[config.mk]
export PLATFORM = sky130hd
export DESIGN_NAME = adder_slice_seq
export DESIGN_NICKNAME = d
export VERILOG_FILES = /design/src/rtl/adder_seq_pkg.sv /design/src/rtl/adder_slice.sv /design/src/rtl/full_adder.sv /design/src/rtl/adder_slice_seq.sv
export SDC_FILE = /design/constraint.sdc
export NUM_CORES = 1
export LEC_CHECK = 0
export ABC_AREA = 1
export ABC_CLOCK_PERIOD_IN_PS = 4300
export CAP_MARGIN = 5
export CELL_PAD_IN_SITES_DETAIL_PLACEMENT = 1
export CELL_PAD_IN_SITES_GLOBAL_PLACEMENT = 1
export CORE_MARGIN = 5
export CORE_UTILIZATION = 34
export DETAILED_ROUTE_END_ITERATION = 7
export GPL_ROUTABILITY_DRIVEN = 1
export GPL_TIMING_DRIVEN = 1
export PLACE_DENSITY = 0.76
export SLEW_MARGIN = 20
export SYNTH_ARGS = -nofsm -noshare
export SYNTH_HDL_FRONTEND = slang
export SYNTH_HIERARCHICAL = 1
export SYNTH_SLANG_ARGS = --single-unit
[constraint.sdc]
create_clock -name clock -period 4.3 [get_ports clock]
set_clock_uncertainty 0.2 [all_clocks]
set_input_delay 0.86 -clock clock [delete_from_list [all_inputs] [get_ports clock]]
set_output_delay 0.86 -clock clock [all_outputs]
set_load 0.005 [all_outputs]
[src/rtl/adder_seq_pkg.sv]
// Shared definitions for the sliced add/subtract sequencer: FSM encoding and default geometry.
package adder_seq_pkg;

    typedef enum logic [1:0] {
        ST_IDLE = 2'd0,
        ST_RUN  = 2'd1,
        ST_DONE = 2'd2
    } state_t;

    localparam int unsigned DEFAULT_SLICE_W  = 8;
    localparam int unsigned DEFAULT_N_SLICES = 2;

endpackage

[src/rtl/adder_slice.sv]
// Purely combinational SLICE_W-bit ripple-carry adder built from full_adder cells.
module adder_slice
    import adder_seq_pkg::*;
#(
    parameter int unsigned SLICE_W = DEFAULT_SLICE_W
) (
    input  logic [SLICE_W-1:0] a,
    input  logic [SLICE_W-1:0] b,
    input  logic               c_in,
    output logic [SLICE_W-1:0] s,
    output logic               c_out
);

    logic [SLICE_W:0] c;

    assign c[0]  = c_in;
    assign c_out = c[SLICE_W];

    for (genvar i = 0; i < SLICE_W; i++) begin : g_bit
        full_adder u_fa (
            .a    (a[i]),
            .b    (b[i]),
            .c_in (c[i]),
            .o    (s[i]),
            .c_out(c[i+1])
        );
    end

endmodule

[src/rtl/full_adder.sv]
// 1-bit full-adder cell used as the building block of the ripple slice.
module full_adder (
    input  logic a,
    input  logic b,
    input  logic c_in,
    output logic o,
    output logic c_out
);

    assign o     = a ^ b ^ c_in;
    assign c_out = (a & b) | (c_in & (a ^ b));

endmodule

[src/rtl/adder_slice_seq.sv]
// W-bit add/subtract computed one slice per cycle through a single shared adder slice,
// with valid/ready handshakes on operand and result sides.
module adder_slice_seq
    import adder_seq_pkg::*;
#(
    parameter int unsigned SLICE_W  = DEFAULT_SLICE_W,
    parameter int unsigned N_SLICES = DEFAULT_N_SLICES,
    localparam int unsigned W       = SLICE_W * N_SLICES
) (
    input  logic         clock,
    input  logic         reset_n,
    input  logic         in_valid,
    output logic         in_ready,
    input  logic         op_sub,
    input  logic [W-1:0] a,
    input  logic [W-1:0] b,
    output logic         out_valid,
    input  logic         out_ready,
    output logic [W:0]   result,
    output logic         ovf
);

    localparam int unsigned IdxW = (N_SLICES > 1) ? $clog2(N_SLICES) : 1;
    localparam logic [IdxW-1:0] LastIdx = IdxW'(N_SLICES - 1);

    state_t              state_q, state_d;
    logic [IdxW-1:0]     idx_q, idx_d;
    logic                carry_q, carry_d;
    logic [W-1:0]        a_q, a_d, b_q, b_d, sum_q, sum_d;
    logic                ovf_q, ovf_d;
    logic                in_ready_q, in_ready_d;
    logic                out_valid_q, out_valid_d;

    logic [SLICE_W-1:0]  a_slice, b_slice, s_slice;
    logic                c_slice;

    always_comb begin
        a_slice = '0;
        b_slice = '0;
        for (int unsigned i = 0; i < N_SLICES; i++) begin
            if (idx_q == IdxW'(i)) begin
                a_slice = a_q[i*SLICE_W +: SLICE_W];
                b_slice = b_q[i*SLICE_W +: SLICE_W];
            end
        end
    end

    adder_slice #(
        .SLICE_W(SLICE_W)
    ) u_slice (
        .a    (a_slice),
        .b    (b_slice),
        .c_in (carry_q),
        .s    (s_slice),
        .c_out(c_slice)
    );

    always_comb begin
        state_d = state_q;
        idx_d   = idx_q;
        carry_d = carry_q;
        a_d     = a_q;
        b_d     = b_q;
        sum_d   = sum_q;
        ovf_d   = ovf_q;
        unique case (state_q)
            ST_IDLE: begin
                // in_ready_q gates the accept so nothing is taken in the cycle after reset release
                if (in_valid && in_ready_q) begin
                    a_d     = a;
                    b_d     = op_sub ? ~b : b;
                    carry_d = op_sub;
                    idx_d   = '0;
                    state_d = ST_RUN;
                end
            end
            ST_RUN: begin
                for (int unsigned i = 0; i < N_SLICES; i++) begin
                    if (idx_q == IdxW'(i)) begin
                        sum_d[i*SLICE_W +: SLICE_W] = s_slice;
                    end
                end
                carry_d = c_slice;
                if (idx_q == LastIdx) begin
                    idx_d   = '0;
                    ovf_d   = (a_q[W-1] == b_q[W-1]) && (s_slice[SLICE_W-1] != a_q[W-1]);
                    state_d = ST_DONE;
                end else begin
                    idx_d = idx_q + 1'b1;
                end
            end
            ST_DONE: begin
                if (out_ready) begin
                    state_d = ST_IDLE;
                end
            end
            default: state_d = ST_IDLE;
        endcase
        in_ready_d  = (state_d == ST_IDLE);
        out_valid_d = (state_d == ST_DONE);
    end

    always_ff @(posedge clock or negedge reset_n) begin
        if (!reset_n) begin
            state_q     <= ST_IDLE;
            idx_q       <= '0;
            carry_q     <= 1'b0;
            a_q         <= '0;
            b_q         <= '0;
            sum_q       <= '0;
            ovf_q       <= 1'b0;
            in_ready_q  <= 1'b0;
            out_valid_q <= 1'b0;
        end else begin
            state_q     <= state_d;
            idx_q       <= idx_d;
            carry_q     <= carry_d;
            a_q         <= a_d;
            b_q         <= b_d;
            sum_q       <= sum_d;
            ovf_q       <= ovf_d;
            in_ready_q  <= in_ready_d;
            out_valid_q <= out_valid_d;
        end
    end

    assign in_ready  = in_ready_q;
    assign out_valid = out_valid_q;
    assign result    = {carry_q, sum_q};
    assign ovf       = ovf_q;

endmodule

==> reports/results.ini, run 1 <==
[grt]
overflow=0
grt_pass1_wl_mm=10.49
grt.total_usage=0.1324
grt_pass1_vias=2190
antenna_found_initial=0
grt_max_degree=38

[finish]
drive_gt1_frac=0.1339
final_net_count=410
most-common-layout-cells=nand2_1 (164), clkdlybuf4s50_1 (55), dfrtp_1 (54)
final_area_sq_um=3453
antennaDiodeCount=0
area_growth_pct=26.37
final_common_cell=nand2_1
fin_util=0.4446

[run_status]
status=finished, final reports clean

[flow_run]
maxCapViolCount=0

[sta]
hold_viol_final=0
rsz0062_at_grt=yes
slew_headroom=0.4312
worst_pin_slew_ps=850.5
slew_viol_final=0
fmax_ghz=0.2343
setup-tns-final_ps=0
setup_viol=0
fin_ws_ps=31.90
fin_crit_sh=0.9926
period_minus_slack_ps=4268

[die]
start_util=0.3518
die_area_sq_um=9930
fp.coreArea_sq_um=7767
die_x_microns=99.65
die_y_microns=99.65
io_pins=57
row_count=32

[setup_path]
rr_startpoint=idx_q
worstSetupStartpoint=idx_q
cp.required_ps=4310
regToRegSetupSlack_ps=30
path_max_fanout=5
startpoint_type=flop
worstPathArrival_ps=4280
end_kind=flop
crit_type=flop to flop

[routing]
dr_total_vias=2058
ant_nets=0
vias_per_cell=4.397
wl_mm=6.182
drc=0
drt_iter0_drc=58
drt_first_pass_iters=4
wl_per_cell_microns=13.21

[synthesis]
ys_types=20
synth_top_cell_by_area=dfrtp_1
synth_top_area_share=0.5037
synth-seq-area-share=0.5037
synth_area_leaders=dfrtp_1 (50%), nand2_1 (23%), fa_1 (5.9%), o21ai_2 (5.1%), xor2_1 (5.1%)
synth_seq_cells=55
yosysWarnings=6
syn_inst=311
synth_fp_nets=356
synthesis.area_sq_um=2733
syn_avg_cell_area_sq_um=8.787

[cts]
clock-sinks=55
cts_htree_levels=2
path_clk_slew_ps=100
cts_tree=built
cts_buffers=5
clk-insertion-delay-late_ps=310
ctsHoldBuffers=0
cts-root-buf=clkbuf_8
cts_buffer_depth=2

[place]
hpwl_mm=4.633
place.gp.congestion=0.7801
dpl_cell_area_sq_um=3351
pre_cts_ws_ps=-47.02
portBuffers=56

[power]
irDropWorstVdd_uv=206.2
leakage_nw=1.745
power.total_w=0.002593
powerDensity_nw_per_um2=750.7

[min_path]
hold_path_startpoint=b_q[11]
hold_class=flop to flop

==> final cells by class <==
cell class                      instances  area [sq um]
Clock buffer                            7         76.32
Clock inverter                          1         5.005
Fill cell                             928          4314
Inverter                               15         58.81
Multi-Input combinational cell        226          1207
Sequential cell                        55          1378
Tap cell                              102         127.6
Timing Repair Buffer                   62         600.6
==> routing by layer <==
| metal | track usage | vias to the layer above | share of wire |
|---|---|---|---|
| met1 | 0.1758 | 956 | 0.46 |
| met5 | 0 | - | 0 |
| met3 | 0.03296 | 7 | 0.051 |
| met2 | 0.2144 | 51 | 0.47 |
| met4 | 0.03887 | 0 | 0.015 |
| li1 | - | 1044 | - |
==> synth_stat cells <==
master / n
a21oi_1: 1
inv_1: 12
inv_2: 3
o21ai_0: 2
fa_1: 8
nand2_2: 1
buf_4: 6
nand2_4: 2
nor2_4: 1
nand2_1: 168
clkbuf_1: 1
o21ai_2: 16
nand3_1: 5
buf_6: 5
dfrtp_1: 55
or2_1: 2
nor2_1: 3
nor3_1: 1
buf_2: 3
xor2_1: 16
==> power breakdown <==
| part | switching (W) | total [W] | internal (W) |
|---|---|---|---|
| logic | 0.000816 | 0.00140 | 0.000581 |
| clock network | 0.000166 | 0.000280 | 0.000115 |
| registers | 0.000153 | 0.000915 | 0.000763 |
| total | 0.00113 | 0.00259 | 0.00146 |
==> worst max-delay path: stages, from the launching register on <==
cell     delay [ps]
dfrtp_2         460
nand2_1         100
nand2_2          80
fa_2            400
fa_2            360
fa_2            350
fa_2            340
fa_2            350
fa_2            350
fa_2            360
fa_1            530
inv_2            70
nand3_1          70
nand2_1          50
nand2_1          50
nand2_1          40
==> per-stage QoR <==
step,cells,hold WS [ps]
global route,468,308.0
global placement,459,263.6
detailed placement,459,265.5
CTS,468,288.5
floorplan,311,249.2
finish,468,284.4
==> cell families (layout without fill, tap and decap cells) <==
kind of cell,after synthesis,count (layout),share of synthesized area
XOR/XNOR,16,16,0.05128
buffers and inverters,30,85,0.06455
adder cells (fa/ha/maj),8,8,0.05861
flip-flops,55,55,0.5037
AND/OR/NAND/NOR,183,183,0.2651
AO/OA/AOI/OAI,19,19,0.05677
==> repair_timing <==
action,4_1_cts,5_1_grt
setup endpoints to repair,1,1
hold endpoints to repair,0,0
gates resized for setup,1,5
pin swaps,0,0
setup buffers,1,0
cloned,0,0
==> flip-flops by register name, indices dropped and copies added (netlist names) <==
name / cells
a_q: 16
b_q: 16
ovf: 1
idx_q: 1
sum_q: 16
out_valid: 1
carry_q: 1
state_q: 2
in_ready: 1
==> final timing paths <==
check	to	cells after the start
setup / recovery	ovf	15
hold / removal	b_q[11]	2
setup reg to reg	ovf	15
hold reg to reg	b_q[11]	2
max in group asynchronous	sum_q[11]	2
min in group asynchronous	sum_q[6]	1
No activity file was read; power rests on OpenSTA's default activity.
==> run 2, diff against run 1 <==
- GPL_ROUTABILITY_DRIVEN: 1 -> 0
==> results of run 2 <==
No change in the layout: final DEF, timing and power equal those of run 1.
==> run 3, diff against run 2 <==
- GPL_TIMING_DRIVEN: 1 -> unset
==> results of run 3 <==
No change in the layout: final DEF, timing and power equal those of run 1.
